## config.mk

```make
export PLATFORM = sky130hd
export DESIGN_NAME = mem_arbiter
export DESIGN_NICKNAME = d
export VERILOG_FILES = /design/src/rtl/mem_arbiter.sv
export SDC_FILE = /design/constraint.sdc
export NUM_CORES = 1
export LEC_CHECK = 0
export BUFFER_PORTS_ARGS = -buffer_cell sky130_fd_sc_hd__buf_2
export CORE_MARGIN = 1
export CORE_UTILIZATION = 32
export CTS_CLUSTER_DIAMETER = 60
export DETAILED_ROUTE_END_ITERATION = 10
export MAX_ROUTING_LAYER = met4
export PLACE_DENSITY = 0.68
export SLEW_MARGIN = 20
export SYNTH_ARGS = -nofsm -noshare
export SYNTH_HDL_FRONTEND = slang
export SYNTH_SLANG_ARGS = --single-unit
export TNS_END_PERCENT = 1
```

## constraint.sdc

```tcl
create_clock -name clk -period 2.1 [get_ports clk]
set_clock_uncertainty 0.1 [all_clocks]
set_input_delay 0.315 -clock clk [delete_from_list [all_inputs] [get_ports clk]]
set_output_delay 0.315 -clock clk [all_outputs]
set_load 0.03 [all_outputs]
```

## src/rtl/mem_arbiter.sv

```systemverilog
// mem_arbiter: serialises IFU fetches and LSU loads/stores onto one synchronous RAM port.
// Build option MEM_ARB_RR_EN: simultaneous requests alternate owners instead of fixed LSU priority.
module mem_arbiter #(
    parameter int ADDR_W = 32,
    parameter int DATA_W = 32,
    parameter int RD_LAT = 1
) (
    input  logic                clk,
    input  logic                rst,
    input  logic                ifu_req,
    input  logic [ADDR_W-1:0]   ifu_addr,
    output logic                ifu_done,
    output logic [DATA_W-1:0]   ifu_rdata,
    input  logic                lsu_req,
    input  logic                lsu_we,
    input  logic [ADDR_W-1:0]   lsu_addr,
    input  logic [DATA_W-1:0]   lsu_wdata,
    input  logic [DATA_W/8-1:0] lsu_wmask,
    output logic                lsu_done,
    output logic [DATA_W-1:0]   lsu_rdata,
    output logic                ram_en,
    output logic [DATA_W/8-1:0] ram_we,
    output logic [ADDR_W-1:0]   ram_addr,
    output logic [DATA_W-1:0]   ram_wdata,
    input  logic [DATA_W-1:0]   ram_rdata,
    output logic                busy
);

    // state | meaning
    // IDLE  | no access; grant on any request
    // ISSUE | ram_en high for this one cycle
    // WAIT  | counting down the RAM read latency
    // RESP  | owner's done pulse; requests ignored
    typedef enum logic [1:0] {IDLE, ISSUE, WAIT, RESP} state_t;

    localparam logic       OWN_IFU = 1'b0;
    localparam logic       OWN_LSU = 1'b1;
    localparam logic [2:0] LAT     = 3'(RD_LAT);

    state_t              state, state_next;
    logic [2:0]          cnt, cnt_next;
    logic                owner, owner_next;
    logic                store, store_next;
    logic                tie_to_lsu;
    logic                ram_en_next, busy_next;
    logic                ifu_done_next, lsu_done_next;
    logic [DATA_W/8-1:0] ram_we_next;
    logic [ADDR_W-1:0]   ram_addr_next;
    logic [DATA_W-1:0]   ram_wdata_next, ifu_rdata_next, lsu_rdata_next;

`ifdef MEM_ARB_RR_EN
    // owner only changes at grant, so it doubles as the last-owner record
    assign tie_to_lsu = (owner == OWN_IFU);
`else
    assign tie_to_lsu = 1'b1;
`endif

    always_comb begin
        state_next     = state;
        cnt_next       = cnt;
        owner_next     = owner;
        store_next     = store;
        ram_en_next    = 1'b0;
        ram_we_next    = ram_we;
        ram_addr_next  = ram_addr;
        ram_wdata_next = ram_wdata;
        ifu_done_next  = 1'b0;
        lsu_done_next  = 1'b0;
        ifu_rdata_next = ifu_rdata;
        lsu_rdata_next = lsu_rdata;
        case (state)
            IDLE: begin
                if (ifu_req || lsu_req) begin
                    state_next  = ISSUE;
                    ram_en_next = 1'b1;
                    if (lsu_req && (!ifu_req || tie_to_lsu)) begin
                        owner_next     = OWN_LSU;
                        store_next     = lsu_we;
                        ram_addr_next  = lsu_addr;
                        ram_wdata_next = lsu_wdata;
                        ram_we_next    = lsu_we ? lsu_wmask : '0;
                    end else begin
                        owner_next    = OWN_IFU;
                        store_next    = 1'b0;
                        ram_addr_next = ifu_addr;
                        ram_we_next   = '0;
                    end
                end
            end
            ISSUE: begin
                cnt_next    = LAT;
                ram_we_next = '0;
                state_next  = WAIT;
            end
            WAIT: begin
                if (cnt == 3'd1) begin
                    cnt_next   = '0;
                    state_next = RESP;
                    if (owner == OWN_LSU) begin
                        lsu_done_next = 1'b1;
                        if (!store) lsu_rdata_next = ram_rdata;
                    end else begin
                        ifu_done_next  = 1'b1;
                        ifu_rdata_next = ram_rdata;
                    end
                end else begin
                    cnt_next = cnt - 3'd1;
                end
            end
            RESP:    state_next = IDLE;
            default: state_next = IDLE;
        endcase
        busy_next = (state_next != IDLE);
    end

    always_ff @(posedge clk) begin
        if (rst) begin
            state     <= IDLE;
            cnt       <= '0;
            owner     <= OWN_IFU;
            store     <= 1'b0;
            ram_en    <= 1'b0;
            ram_we    <= '0;
            ram_addr  <= '0;
            ram_wdata <= '0;
            ifu_done  <= 1'b0;
            lsu_done  <= 1'b0;
            ifu_rdata <= '0;
            lsu_rdata <= '0;
            busy      <= 1'b0;
        end else begin
            state     <= state_next;
            cnt       <= cnt_next;
            owner     <= owner_next;
            store     <= store_next;
            ram_en    <= ram_en_next;
            ram_we    <= ram_we_next;
            ram_addr  <= ram_addr_next;
            ram_wdata <= ram_wdata_next;
            ifu_done  <= ifu_done_next;
            lsu_done  <= lsu_done_next;
            ifu_rdata <= ifu_rdata_next;
            lsu_rdata <= lsu_rdata_next;
            busy      <= busy_next;
        end
    end

endmodule

```

==> metrics.cfg, run 1 <==
[outcome]
status=finished, final reports clean

[timing]
fin_crit_ps=1760
max_freq_ghz=0.570
finalHoldViolCount=0
rsz0062_at_grt=no
setup_tns_ps=0
whs_ps=32.9
setup_violations=0
worst_slew_pin_slew_ps=526
period_share_pct=83.6
drv_slew=0
maxSlewHeadroom_pct=64.7

[setup_path]
timing.critical_path.buf_inv=2
critPathMaxFanout=33
required_ps=2280
critPathCaptureType=register
max_stage_delay_ps=410
critical_path_class=register to register
worstPathCellList=inv_1 > ha_1 > nand4b_4 > buf_4 > o21ai_0 > o21ai_1
crit_slowest_cell=ha_1
arrival_ps=1940
critPathLaunchType=register
ff2ff_path_depth=6
critPathTopFamily=adder cells
path_depth=6

[synthesis]
avgSynthCellArea_sq_um=8.68
synth_seq_area_share_pct=48.8
synthCells=675
yosys-top-cells-area=dfxtp_1 49%, nand2_1 8.7%, mux2i_1 6.1%
yosys_register_bits=143
synth_enable_flop_cells=0
synthArstFlopShare_pct=0
synth_ff_type=dfxtp_1
synth.largest_area_cell=dfxtp_1
syn_nets=817
ys_types=34
synth_top_area_share_pct=48.8
ys_warn_count=0
synth_area_sq_mm=0.00586

[run]
maxCapViolations=0

[routing]
dr.pass1.iters=4
drc=0
drt_iter0_drc=180
wl_per_cell_um=13.2
ant_nets=0
vias=5363
vias_per_cell=4.60
totalWireLength_um=15300

[clocking]
clock_sinks=143
hold_buffers=0
path_clk_slew_ps=60
clkLatencyLatePin_ps=410
cts_resized=0
cts_tree=done
cts_buffers=17
postCtsSetupBuffers=0
cts_root_buffer=clkbuf_16
clockBufferDepth=2
h-tree-depth=4

[floorplanning]
ios=273
die_y_um=137
start_util_pct=32.6
rows=49
core_area_sq_mm=0.0180
die_w_um=137
dieArea_sq_mm=0.0189

[global_route]
first_global_vias=4651
grt_overflow=0
antenna_found_initial=1
grt_pass1_wl_um=23200
grt_usage_pct=16.3
grt_max_degree=99

[finish]
synthToLayoutAreaGrowth_pct=35.4
layout_common_cells=271 x buf_2, 143 x dfxtp_1, 136 x nand2_1
fin_nets=1064
layout_commonest_cell=buf_2
utilization_pct=44.2
design_area_sq_mm=0.00794
layout-drive-gt1-share_pct=34.7

[worst_hold_path]
hold_depth=3
hold_path_class=primary input to register

[pwr]
p_total_mw=8.52
peakVddDrop_v=0.000489
p_leak_nw=3.67
power_density_mw_per_mm2=1070

[placement]
io_buffers=272
detailed_place_hpwl_um=10600
placed_area_sq_mm=0.00731
gp_congestion=0.751

==> flip-flops by register name, indices dropped and copies added (netlist names) <==
register and count:
lsu_done 1, store 1, cnt 3, owner 1
ifu_done 1, lsu_rdata 32, ifu_rdata 32, ram_en 1
ram_wdata 32, state 2, ram_we 4, busy 1
ram_addr 32
==> routing by layer <==
metal	global-route usage, %	routed length (um)	up-vias
li1	-	-	2748
met2	26.1	7200	188
met1	20.1	7200	2420
met3	4.23	779	7
met5	-	0	-
met4	5.13	148	0
==> per-stage QoR <==
| step | setup slack [ps] | cells |
|---|---|---|
| 3_5_place_dp | 354 | 1132 |
| 3_3_place_gp | 405 | 1132 |
| 5_1_grt | 159 | 1165 |
| 4_1_cts | 349 | 1164 |
| 6_report | 344 | 1165 |
| 2_1_floorplan | 500 | 675 |
==> worst paths after layout <==
path	from	end	slack, ps
max	state[0]	lsu_rdata[28]	340
min	lsu_wdata[24]	ram_wdata[24]	30
max reg2reg	state[0]	lsu_rdata[28]	340
min reg2reg	ifu_rdata[11]	ifu_rdata[11]	350
==> layout make-up <==
| cell class | instances | area, sq um |
|---|---|---|
| Antenna cell | 1 | 2.50 |
| Timing Repair Buffer | 284 | 1530 |
| Sequential cell | 143 | 2860 |
| Clock buffer | 24 | 502 |
| Clock inverter | 8 | 125 |
| Inverter | 6 | 22.5 |
| Multi-Input combinational cell | 470 | 2610 |
| Tap cell | 229 | 287 |
| Fill cell | 1809 | 10000 |
==> power breakdown <==
group | internal [mW] | switching, mW
logic | 0.716 | 1.41
clock network | 2.03 | 1.16
registers | 3.03 | 0.165
total | 5.78 | 2.74
==> cells in the mapped netlist, drive strengths merged, types with 5 or more instances <==
cell type    n
mux2i       36
a21oi       70
nand2      136
inv          6
a211oi      32
dfxtp      143
ha           5
nand2b      37
clkbuf      22
nor2b       34
buf         34
o21ai       66
nor2        38
==> worst register-to-register path, stage by stage (launching register included) <==
cell	delay (ps)
dfxtp_1	340
inv_1	90
ha_1	410
nand4b_4	140
buf_4	260
o21ai_0	210
o21ai_1	90
==> cell families (layout without fill, tap and decap cells) <==
kind of cell,after synthesis,in the layout,synth area share [%]
buffers and inverters,62,322,6.73
adder cells (fa/ha/maj),5,5,1.07
AND/OR/NAND/NOR,255,255,20.6
multiplexers,36,36,6.15
other,0,1,0
AO/OA/AOI/OAI,174,174,16.6
flip-flops,143,143,48.8
Note: power is estimated with default switching activity, not from simulation.
==> inputs of run 2 (changes only) <==
==> constraint.sdc (replaced) <==
create_clock -name clk -period 1.75 [get_ports clk]
set_clock_uncertainty 0.1 [all_clocks]
set_input_delay 0.2625 -clock clk [delete_from_list [all_inputs] [get_ports clk]]
set_output_delay 0.2625 -clock clk [all_outputs]
set_load 0.03 [all_outputs]
==> run 2 against run 1 <==
  * Via count rose by 6.1%
  * Hold slack got worse by 11 ps
  * Sequential power rose by 20%
  * Register-to-register slack got worse by 170 ps
  * First-iteration DRC count rose by 8.9%
  * Clock-buffer cell count fell by 5
  * Die area did not move
  * Worst setup slack got worse by 170 ps
  * Global-route usage rose by 0.98 points
  * Non-clock buffer count rose by 63
  * Largest cell class unchanged
  * Highest routed layer unchanged
==> metrics.cfg, run 2 (synthesized netlist as in run 1, its figures left out) <==
[outcome]
status=finished, final reports clean

[routing]
drt_iter0_drc=196
vias=5690
totalWireLength_um=16000
ant_nets=0
wl_per_cell_um=13.0
vias_per_cell=4.63
dr.pass1.iters=6
drc=0

[timing]
drv_slew=0
whs_ps=21.9
setup_tns_ps=0
fin_crit_ps=1580
max_freq_ghz=0.634
setup_violations=0
rsz0062_at_grt=yes
worst_slew_pin_slew_ps=403
maxSlewHeadroom_pct=73.2
finalHoldViolCount=0
period_share_pct=90.1

[global_route]
grt_pass1_wl_um=24700
grt_max_degree=99
grt_usage_pct=17.3
grt_overflow=0
first_global_vias=5220
antenna_found_initial=1

[worst_hold_path]
hold_depth=3
min_to=ifu_rdata[12]
hold_path.startpoint=ram_rdata[12]
hold_path_class=primary input to register

[floorplanning]
die_w_um=137
rows=49
ios=273
start_util_pct=32.6
die_y_um=137
dieArea_sq_mm=0.0189
core_area_sq_mm=0.0180

[clocking]
path_clk_slew_ps=60
cts_buffers=17
postCtsSetupBuffers=0
clock_sinks=143
h-tree-depth=4
clockBufferDepth=2
cts_root_buffer=clkbuf_16
clkLatencyLatePin_ps=410
cts_tree=done

[finish]
layout_commonest_cell=buf_2
layout_common_cells=271 x buf_2, 143 x dfxtp_1, 136 x nand2_1
layout-drive-gt1-share_pct=33.1
fin_nets=1127
synthToLayoutAreaGrowth_pct=46.3
design_area_sq_mm=0.00857

[setup_path]
r2r_start=state[0]
ff2ff_path_depth=6
critPathMaxFanout=19
arrival_ps=1790
timing.critical_path.buf_inv=2
critPathCaptureType=register
r2r_slack_ps=170
critical_path_class=register to register
r2r_end=ram_addr[31]
critPathTopFamily=compound AO/OA/AOI/OAI gates
required_ps=1970
worstPathCellList=inv_1 > ha_2 > o21a_2 > buf_4 > nor2_1 > a211oi_1
crit_slowest_cell=dfxtp_1
max_stage_delay_ps=340
critPathLaunchType=register

[placement]
placed_area_sq_mm=0.00735
gp_congestion=0.761
detailed_place_hpwl_um=10500
io_buffers=272

[pwr]
peakVddDrop_v=0.000672
power_density_mw_per_mm2=1200
p_leak_nw=3.93

[run]
maxCapViolations=0

## run 2: cell count changes in the layout (fill, tap and decap cells not counted), sizes merged
cell / change
buf: +2
clkbuf: -5
clkinv: +3
clkinvlp: +2
dlygate4sd3: +61
## run 2: how the worst max path moves through the flow
| stage | slack (ps) | cells after the start | end | start |
|---|---|---|---|---|
| after floorplan | 150 | 8 | ifu_rdata[22] | state[0] |
| after global placement | 170 | 5 | lsu_rdata[15] | state[0] |
| after detailed placement | 90 | 6 | ram_addr[31] | state[0] |
| after CTS | 90 | 6 | ram_addr[31] | state[0] |
| after global routing | -3 | 6 | ram_addr[19] | state[0] |
| final | 170 | 6 | ram_addr[31] | state[0] |
## run 2: per-layer routing
layer	vias to the layer above	GRT usage [%]	share of wire, %
li1	2882	-	-
met1	2588	20.2	45
met2	211	28.6	49
met3	9	4.75	5.7
met4	0	5.98	0.99
met5	-	-	0
## run 2: final cells by class
class	count	area, sq um
diodes	1	2.50
clock buffers	19	443
clock inverters	13	163
fillers	1701	9390
inverters	6	22.5
multi-input cells	470	2610
flip-flops and latches	143	2860
well taps	229	287
repair buffers	347	2180
## run 2: worst min-delay path, cell delays in order
cell and delay, ps:
buf_2 110, nand2_1 50, a21oi_1 50
## run 2: power breakdown
group          leakage (nW)  internal, mW  switching [mW]
sequential             1.17          3.64           0.190
clock                 0.290          2.29            1.43
combinational          2.47          1.00            1.74
total                  3.93          6.93            3.36
## run 2: through the flow
step | worst slack [ps] | std cells | util (%) | total power, mW
3_3_place_gp | 172 | 1134 | 40.9 | 6.48
5_1_grt | -3.49 | 1228 | 47.7 | 10.9
6_report | 174 | 1228 | 47.7 | 10.3
2_1_floorplan | 150 | 675 | - | 5.74
3_5_place_dp | 91.8 | 1134 | 40.9 | 6.53
4_1_cts | 93.9 | 1227 | 47.7 | 10.4
## run 2: repair_timing
action	4_1_cts	5_1_grt
gates resized for setup	0	3
hold buffers	61	0
hold endpoints to repair	67	0
endpoints found under the setup margin	0	30
